## src/rtl/fft16_sequencer_if.sv

```systemverilog
// Bus bundle for fft16_sequencer: sample input stream, butterfly operand/result
// port and spectrum output stream.
interface fft16_sequencer_if #(
  parameter int unsigned DATA_W = 16
);
  logic              s_valid;
  logic              s_ready;
  logic [DATA_W-1:0] s_real;
  logic [DATA_W-1:0] s_imag;

  logic              bf_valid;
  logic [DATA_W-1:0] bf_ra;
  logic [DATA_W-1:0] bf_ca;
  logic [DATA_W-1:0] bf_rb;
  logic [DATA_W-1:0] bf_cb;
  logic [3:0]        bf_twiddle_num;
  logic [DATA_W-1:0] bf_res_ra;
  logic [DATA_W-1:0] bf_res_ca;
  logic [DATA_W-1:0] bf_res_rb;
  logic [DATA_W-1:0] bf_res_cb;

  logic              m_valid;
  logic              m_ready;
  logic [DATA_W-1:0] m_real;
  logic [DATA_W-1:0] m_imag;

  modport master (
    input  s_valid, s_real, s_imag,
    output s_ready,
    output bf_valid, bf_ra, bf_ca, bf_rb, bf_cb, bf_twiddle_num,
    input  bf_res_ra, bf_res_ca, bf_res_rb, bf_res_cb,
    output m_valid, m_real, m_imag,
    input  m_ready
  );

  modport slave (
    output s_valid, s_real, s_imag,
    input  s_ready,
    input  bf_valid, bf_ra, bf_ca, bf_rb, bf_cb, bf_twiddle_num,
    output bf_res_ra, bf_res_ca, bf_res_rb, bf_res_cb,
    input  m_valid, m_real, m_imag,
    output m_ready
  );
endinterface

```

## src/rtl/fft16_sequencer.sv

```systemverilog
// 16-point radix-2 DIT FFT sequencer: owns the in-place sample buffer and feeds an
// external pipelined butterfly unit, stage by stage, with writeback of its results.
module fft16_sequencer #(
  parameter int unsigned DATA_W   = 16,
  parameter int unsigned BFLY_LAT = 3
) (
  input  logic              clk,
  input  logic              rst,
  fft16_sequencer_if.master bus,
  output logic              busy
);
  typedef enum logic [1:0] {LOAD, ISSUE, DRAIN, UNLOAD} state_t;

  state_t state, state_nxt;

  logic [3:0]        cnt;
  logic [2:0]        k;
  logic [1:0]        stage;
  logic [DATA_W-1:0] mem_re [16];
  logic [DATA_W-1:0] mem_im [16];

  logic [BFLY_LAT-1:0] wb_v;
  logic [3:0]          wb_a [BFLY_LAT];
  logic [3:0]          wb_b [BFLY_LAT];

  logic              s_ready_q, bf_valid_q, m_valid_q;
  logic [3:0]        bf_a_q, bf_b_q, bf_tw_q;
  logic [DATA_W-1:0] bf_ra_q, bf_ca_q, bf_rb_q, bf_cb_q;
  logic [DATA_W-1:0] m_re_q, m_im_q;

  logic       s_fire_c, m_fire_c, pend_c, drain_done_c;
  logic [3:0] span_c, grp_c, addr_a_c, addr_b_c, tw_c, ld_addr_c;
  logic [2:0] pos_c;

  assign s_fire_c = bus.s_valid && s_ready_q;
  assign m_fire_c = m_valid_q && bus.m_ready;

  // Butterfly addressing for the current (stage, k); load address is bitrev4(cnt)
  always_comb begin
    span_c    = 4'(1) << stage;
    pos_c     = k & (span_c[2:0] - 3'd1);
    grp_c     = {1'b0, k} >> stage;
    addr_a_c  = (grp_c << (3'(stage) + 3'd1)) | {1'b0, pos_c};
    addr_b_c  = addr_a_c | span_c;
    tw_c      = {1'b0, pos_c} << (2'd3 - stage);
    ld_addr_c = {cnt[0], cnt[1], cnt[2], cnt[3]};
  end

  // Drain ends once only the oldest writeback (landing this edge) is left in flight
  always_comb begin
    pend_c = bf_valid_q;
    for (int i = 0; i < int'(BFLY_LAT) - 1; i++) pend_c = pend_c | wb_v[i];
    drain_done_c = !pend_c;
  end

  always_ff @(posedge clk or posedge rst) begin
    if (rst) state <= LOAD;
    else     state <= state_nxt;
  end

  always_comb begin
    state_nxt = state;
    case (state)
      LOAD:    if (s_fire_c && cnt == 4'd15) state_nxt = ISSUE;
      ISSUE:   if (k == 3'd7) state_nxt = DRAIN;
      DRAIN:   if (drain_done_c) state_nxt = (stage == 2'd3) ? UNLOAD : ISSUE;
      UNLOAD:  if (m_fire_c && cnt == 4'd15) state_nxt = LOAD;
      default: state_nxt = LOAD;
    endcase
  end

  // Counters, operand registers, writeback pipe and output stream registers
  always_ff @(posedge clk or posedge rst) begin
    if (rst) begin
      cnt        <= '0;
      k          <= '0;
      stage      <= '0;
      s_ready_q  <= 1'b0;
      busy       <= 1'b0;
      bf_valid_q <= 1'b0;
      bf_a_q     <= '0;
      bf_b_q     <= '0;
      bf_tw_q    <= '0;
      bf_ra_q    <= '0;
      bf_ca_q    <= '0;
      bf_rb_q    <= '0;
      bf_cb_q    <= '0;
      m_valid_q  <= 1'b0;
      m_re_q     <= '0;
      m_im_q     <= '0;
      wb_v       <= '0;
      for (int i = 0; i < int'(BFLY_LAT); i++) begin
        wb_a[i] <= '0;
        wb_b[i] <= '0;
      end
    end else begin
      s_ready_q  <= (state_nxt == LOAD);
      busy       <= (state_nxt != LOAD);
      bf_valid_q <= (state == ISSUE);

      if ((state == LOAD && s_fire_c) || (state == UNLOAD && m_fire_c)) cnt <= cnt + 4'd1;
      if (state == ISSUE) k <= k + 3'd1;
      if (state == DRAIN && drain_done_c) stage <= stage + 2'd1;

      if (state == ISSUE) begin
        bf_a_q  <= addr_a_c;
        bf_b_q  <= addr_b_c;
        bf_tw_q <= tw_c;
        bf_ra_q <= mem_re[addr_a_c];
        bf_ca_q <= mem_im[addr_a_c];
        bf_rb_q <= mem_re[addr_b_c];
        bf_cb_q <= mem_im[addr_b_c];
      end

      wb_v[0] <= bf_valid_q;
      wb_a[0] <= bf_a_q;
      wb_b[0] <= bf_b_q;
      for (int i = 1; i < int'(BFLY_LAT); i++) begin
        wb_v[i] <= wb_v[i-1];
        wb_a[i] <= wb_a[i-1];
        wb_b[i] <= wb_b[i-1];
      end

      // Final stage-3 writeback touches buf[7]/buf[15], never buf[0]
      if (state == DRAIN && state_nxt == UNLOAD) begin
        m_valid_q <= 1'b1;
        m_re_q    <= mem_re[0];
        m_im_q    <= mem_im[0];
      end else if (m_fire_c) begin
        if (cnt == 4'd15) begin
          m_valid_q <= 1'b0;
        end else begin
          m_re_q <= mem_re[4'(cnt + 4'd1)];
          m_im_q <= mem_im[4'(cnt + 4'd1)];
        end
      end
    end
  end

  // Sample buffer: loaded in bit-reversed order, updated in place by writebacks
  always_ff @(posedge clk) begin
    if (state == LOAD && s_fire_c) begin
      mem_re[ld_addr_c] <= bus.s_real;
      mem_im[ld_addr_c] <= bus.s_imag;
    end
    if (wb_v[BFLY_LAT-1]) begin
      mem_re[wb_a[BFLY_LAT-1]] <= bus.bf_res_ra;
      mem_im[wb_a[BFLY_LAT-1]] <= bus.bf_res_ca;
      mem_re[wb_b[BFLY_LAT-1]] <= bus.bf_res_rb;
      mem_im[wb_b[BFLY_LAT-1]] <= bus.bf_res_cb;
    end
  end

  assign bus.s_ready        = s_ready_q;
  assign bus.bf_valid       = bf_valid_q;
  assign bus.bf_ra          = bf_ra_q;
  assign bus.bf_ca          = bf_ca_q;
  assign bus.bf_rb          = bf_rb_q;
  assign bus.bf_cb          = bf_cb_q;
  assign bus.bf_twiddle_num = bf_tw_q;
  assign bus.m_valid        = m_valid_q;
  assign bus.m_real         = m_re_q;
  assign bus.m_imag         = m_im_q;
endmodule

```

## src/flat_wrapper.sv

```systemverilog
// flat-port wrapper written by rule: the top's interface ports become plain ports
module fft16_sequencer_flat 
#(
  parameter int unsigned DATA_W   = 16,
  parameter int unsigned BFLY_LAT = 3
)
  (clk, rst, busy, bus_s_valid, bus_s_real, bus_s_imag, bus_s_ready, bus_bf_valid, bus_bf_ra, bus_bf_ca, bus_bf_rb, bus_bf_cb, bus_bf_twiddle_num, bus_bf_res_ra, bus_bf_res_ca, bus_bf_res_rb, bus_bf_res_cb, bus_m_valid, bus_m_real, bus_m_imag, bus_m_ready);
  fft16_sequencer_if #(.DATA_W(DATA_W)) bus_i ();
  input  logic clk;
  input  logic rst;
  output logic busy;
  input wire logic [$bits(bus_i.s_valid)-1:0] bus_s_valid;
  input wire logic [$bits(bus_i.s_real)-1:0] bus_s_real;
  input wire logic [$bits(bus_i.s_imag)-1:0] bus_s_imag;
  output wire logic [$bits(bus_i.s_ready)-1:0] bus_s_ready;
  output wire logic [$bits(bus_i.bf_valid)-1:0] bus_bf_valid;
  output wire logic [$bits(bus_i.bf_ra)-1:0] bus_bf_ra;
  output wire logic [$bits(bus_i.bf_ca)-1:0] bus_bf_ca;
  output wire logic [$bits(bus_i.bf_rb)-1:0] bus_bf_rb;
  output wire logic [$bits(bus_i.bf_cb)-1:0] bus_bf_cb;
  output wire logic [$bits(bus_i.bf_twiddle_num)-1:0] bus_bf_twiddle_num;
  input wire logic [$bits(bus_i.bf_res_ra)-1:0] bus_bf_res_ra;
  input wire logic [$bits(bus_i.bf_res_ca)-1:0] bus_bf_res_ca;
  input wire logic [$bits(bus_i.bf_res_rb)-1:0] bus_bf_res_rb;
  input wire logic [$bits(bus_i.bf_res_cb)-1:0] bus_bf_res_cb;
  output wire logic [$bits(bus_i.m_valid)-1:0] bus_m_valid;
  output wire logic [$bits(bus_i.m_real)-1:0] bus_m_real;
  output wire logic [$bits(bus_i.m_imag)-1:0] bus_m_imag;
  input wire logic [$bits(bus_i.m_ready)-1:0] bus_m_ready;
  assign bus_i.s_valid = bus_s_valid;
  assign bus_i.s_real = bus_s_real;
  assign bus_i.s_imag = bus_s_imag;
  assign bus_s_ready = bus_i.s_ready;
  assign bus_bf_valid = bus_i.bf_valid;
  assign bus_bf_ra = bus_i.bf_ra;
  assign bus_bf_ca = bus_i.bf_ca;
  assign bus_bf_rb = bus_i.bf_rb;
  assign bus_bf_cb = bus_i.bf_cb;
  assign bus_bf_twiddle_num = bus_i.bf_twiddle_num;
  assign bus_i.bf_res_ra = bus_bf_res_ra;
  assign bus_i.bf_res_ca = bus_bf_res_ca;
  assign bus_i.bf_res_rb = bus_bf_res_rb;
  assign bus_i.bf_res_cb = bus_bf_res_cb;
  assign bus_m_valid = bus_i.m_valid;
  assign bus_m_real = bus_i.m_real;
  assign bus_m_imag = bus_i.m_imag;
  assign bus_i.m_ready = bus_m_ready;
  fft16_sequencer #(.DATA_W(DATA_W), .BFLY_LAT(BFLY_LAT)) u_core (.clk(clk), .rst(rst), .bus(bus_i), .busy(busy));
endmodule
```

## config.mk

```make
export PLATFORM = sky130hd
export DESIGN_NAME = fft16_sequencer_flat
export DESIGN_NICKNAME = d
export VERILOG_FILES = /design/src/rtl/fft16_sequencer_if.sv /design/src/rtl/fft16_sequencer.sv /design/src/flat_wrapper.sv
export SDC_FILE = /design/constraint.sdc
export NUM_CORES = 2
export LEC_CHECK = 0
export BUFFER_PORTS_ARGS = -buffer_cell sky130_fd_sc_hd__clkbuf_2
export CORE_MARGIN = 2
export CORE_UTILIZATION = 27
export DETAILED_ROUTE_END_ITERATION = 12
export GPL_ROUTABILITY_DRIVEN = 0
export GPL_TIMING_DRIVEN = 1
export HOLD_SLACK_MARGIN = 0.08
export PLACE_DENSITY = 0.44
export SETUP_SLACK_MARGIN = 0.1
export SYNTH_ARGS = -nofsm -noshare
export SYNTH_HDL_FRONTEND = slang
export SYNTH_SLANG_ARGS = --single-unit
```

## constraint.sdc

```tcl
create_clock -name clk -period 10.35 [get_ports clk]
set_input_delay 0.5175 -clock clk [delete_from_list [all_inputs] [get_ports clk]]
set_output_delay 0.5175 -clock clk [all_outputs]
set_load 0.005 [all_outputs]
```

==> results.md <==
- Status: complete, no violations
- # hold bufs at CTS: 1
- CP required: 10.90 ns
- Grt ovf: 0
- Initial DRC count: 5,490
- Clk slew on worst S/H paths: 0.07 ns
- Post-route non-filler standard cell count: 6,847
- Clock network power share: 17.8%
- Synth Warn #: 0
- MaxCap Viol Count: 0
- Pleak: 19.1 nW
- Wirelength per Cell: 32.5 µm
- FF-to-FF setup slack: 5.38 ns
- Final setup viols: 0
- CTS root buffer: clkbuf_16
- Total Routed Length: 223 mm
- Max FO, Critical Path: 61
- Fillers: 17,399
- Post-CTS setup repair buffer count: 0
- Crit path launch type: register
- Post-synthesis register bit count: 662
- Worst-path cell chain: inv_1, ha_1, xnor2_1, nand2_1, buf_4, o21a_4, buf_4, nor3_2, buf_4, a32oi_1, o211ai_1
- TritonRoute pass-1 iters: 8
- RSZ-0062 raised after global routing: no
- Layer with the highest usage: met2
- Reg area: 19,100 µm²
- Synth cell count leaders: mux2i_1 (825), nand2_1 (818), edfxtp_1 (512)
- Area Growth Syn to Fin: 12.0%
- Cell area after synthesis: 45,700 µm²
- Switching Share: 48.8%
- Post-DRT Antenna Nets: 0
- Via count: 39,461
- Yosys top cell area share: 33.6%
- Critical Path AT: 5.52 ns
- HPWL after DPL: 125 mm
- Crit path capture type: register
- Max-slew headroom: 13.2%
- Vias per inst: 5.76
- GRT met3 Usage: 4.95%
- GRT Total Usage: 24.9%
- Cells after synthesis: 4,703
- Synth area leaders: edfxtp_1 (34%), mux2i_1 (18%), dfrtp_1 (8.2%)
- Initial cell density of the core: 27.1%
- Mean post-synth cell area: 9.72 µm²
- Setup TNS: 0 ns
- Hold Vio Cnt, Final: 0
- Syn nets: 4,814
- Clock buffer depth: 3
- Die width: 416 µm
- Vias in the first global route: 37,109
- Full die area: 173,000 µm²
- Largest net degree at the start of global routing: 135
- P_sw: 8.67 mW
- Combinational Power Share: 57.7%
- CP max-delay cell: buf_4
- H-tree Lvls: 3
- Pwr per Cell Area: 347 nW/µm²
- Final worst path period need: 4.97 ns
- Total core area: 169,000 µm²
- First-pass GRT wire length: 306 mm
- Sequential share of the synthesized area: 41.8%
- Crit path largest cell delay: 0.92 ns
- Most used DFF post-synth: edfxtp_1
- Multi-input combinational cell area: 24,400 µm²
- PostCTS Resize Cnt: 0
- Cell mode on critical path: buf_4
- Die height: 416 µm
- Ys async rst share: 22.7%
- Max frequency: 201 MHz
- Peak supply drop: 0.000475 V
- Crit Path Class: reg -> reg
- HP Class: in -> reg
- CTS Buf Count: 81
- Worst-Margin Slew: 1.30 ns
- Row count: 151
- Reg power frac: 24.5%
- IO Port Bufs: 203
- Count leader, synth: mux2i_1
- Netlist cell types: 60
- Placed cells: 6,684
- Clock Latency Late Sink: 0.70 ns
- Final #Nets: 4,661
- Final Max Tran Viols: 0
- Cell taking the most area after synthesis: edfxtp_1
- Internal power: 9.11 mW
- Fin crit share: 48.1%
- CTS tree: yes
- I/O Pins: 204
- DRC violations left: 0
- Post-synth EDFFs: 512
- Initial antenna violation count: 29
- Met2 Usage GRT: 38.8%
- Layout cells sized above 1: 14.6%
- CTS Sinks: 662
- Met1 usage: 33.4%
- Clk_skew: 0.0278 ns
sequential cells by signal, summed over array words and instances (netlist names), 12 cells and up:
| name | cells |
|---|---|
| u_core.bus.bf_rb | 16 |
| u_core.mem_im | 256 |
| u_core.bus.bf_ra | 16 |
| u_core.mem_re | 256 |
| u_core.wb_b | 12 |
| u_core.bus.bf_ca | 16 |
| u_core.bus.m_real | 16 |
| u_core.bus.m_imag | 16 |
| u_core.bus.bf_cb | 16 |
| u_core.wb_a | 12 |
kinds of logic (layout without fill, tap and decap cells):
group,after synthesis,after routing,share of synthesized area [%]
buffers and inverters,586,501,5.71
multiplexers,997,997,26.2
XOR/XNOR,9,9,0.172
adder cells (fa/ha/maj),11,11,0.301
other,0,11,0
AND/OR/NAND/NOR,1539,1539,13.9
flip-flops,662,662,41.8
AO/OA/AOI/OAI,899,899,11.9
power groups by stage:
stage               logic [mW]  clock network (mW)  registers, mW
CTS                       10.1                3.20           4.34
global placement          9.98                   0           4.40
detailed placement        10.1                   0           4.39
global route              10.7                3.28           4.40
floorplan                 6.77                   0           3.98
finish                    10.3                3.17           4.35
final timing paths:
kind / start / endpoint / depth (start not counted)
max in group asynchronous: rst / u_core.bus.m_real[3] / 4
hold / removal: bus_m_ready / u_core.bus.m_valid / 3
setup reg to reg: u_core.stage[1] / u_core.bus.bf_ra[5] / 11
hold reg to reg: u_core.wb_a[7] / u_core.wb_a[3] / 0
min in group asynchronous: rst / u_core.bus.bf_cb[4] / 3
setup / recovery: u_core.stage[1] / u_core.bus.bf_ra[5] / 11
layer usage:
layer,up-vias,wire [µm]
li1,16935,-
met1,19769,92800
met2,2244,100000
met3,481,19800
met4,32,9890
met5,-,171
area by class of cell:
cell class | instances | share of cell area [%]
repair buffers | 298 | 3.45
clock inverters | 32 | 0.809
flip-flops and latches | 662 | 37.4
clock buffers | 119 | 4.78
inverters | 52 | 0.401
diodes | 11 | 0.0537
well taps | 2218 | 5.42
multi-input cells | 3455 | 47.7
through the flow:
stage	hold WS (ns)	utilization (%)	cell area (µm²)	worst slack, ns	power [mW]
2_1_floorplan	0.331	-	45700	5.80	10.8
3_3_place_gp	0.331	28.6	48300	5.72	14.4
3_5_place_dp	0.335	28.6	48300	5.59	14.4
4_1_cts	0.110	30.3	51200	5.55	17.6
5_1_grt	0.184	30.3	51200	5.27	18.4
6_report	0.165	30.3	51200	5.38	17.8
worst max-delay path, delay by kind of cell (launching register included):
family | cells | cell delay (ns)
AOI/OAI and AO/OA | 3 | 1.05
adders and majority gates | 1 | 0.28
xor gates and xnor gates | 1 | 0.15
buffers and inverters | 4 | 1.90
and+or+nand+nor | 2 | 0.66
DFF | 1 | 0.65
cell usage in the layout, fill, tap and decap left out, drive strengths merged, types with 11 or more instances in the layout:
master,synthesis,layout
clkinv,0,19
mux4,160,160
ha,11,11
a31oi,34,34
diode,0,11
a21oi,340,340
inv,52,54
o211ai,85,85
a211oi,37,37
clkbuf,261,322
a32oi,106,106
nor2,371,371
nand2b,13,13
buf,273,94
dfrtp,150,150
edfxtp,512,512
mux2,12,12
nand3,294,294
nand2,818,818
a311oi,18,18
mux2i,825,825
o21ai,259,259
Power figures use the tool's default switching activity.
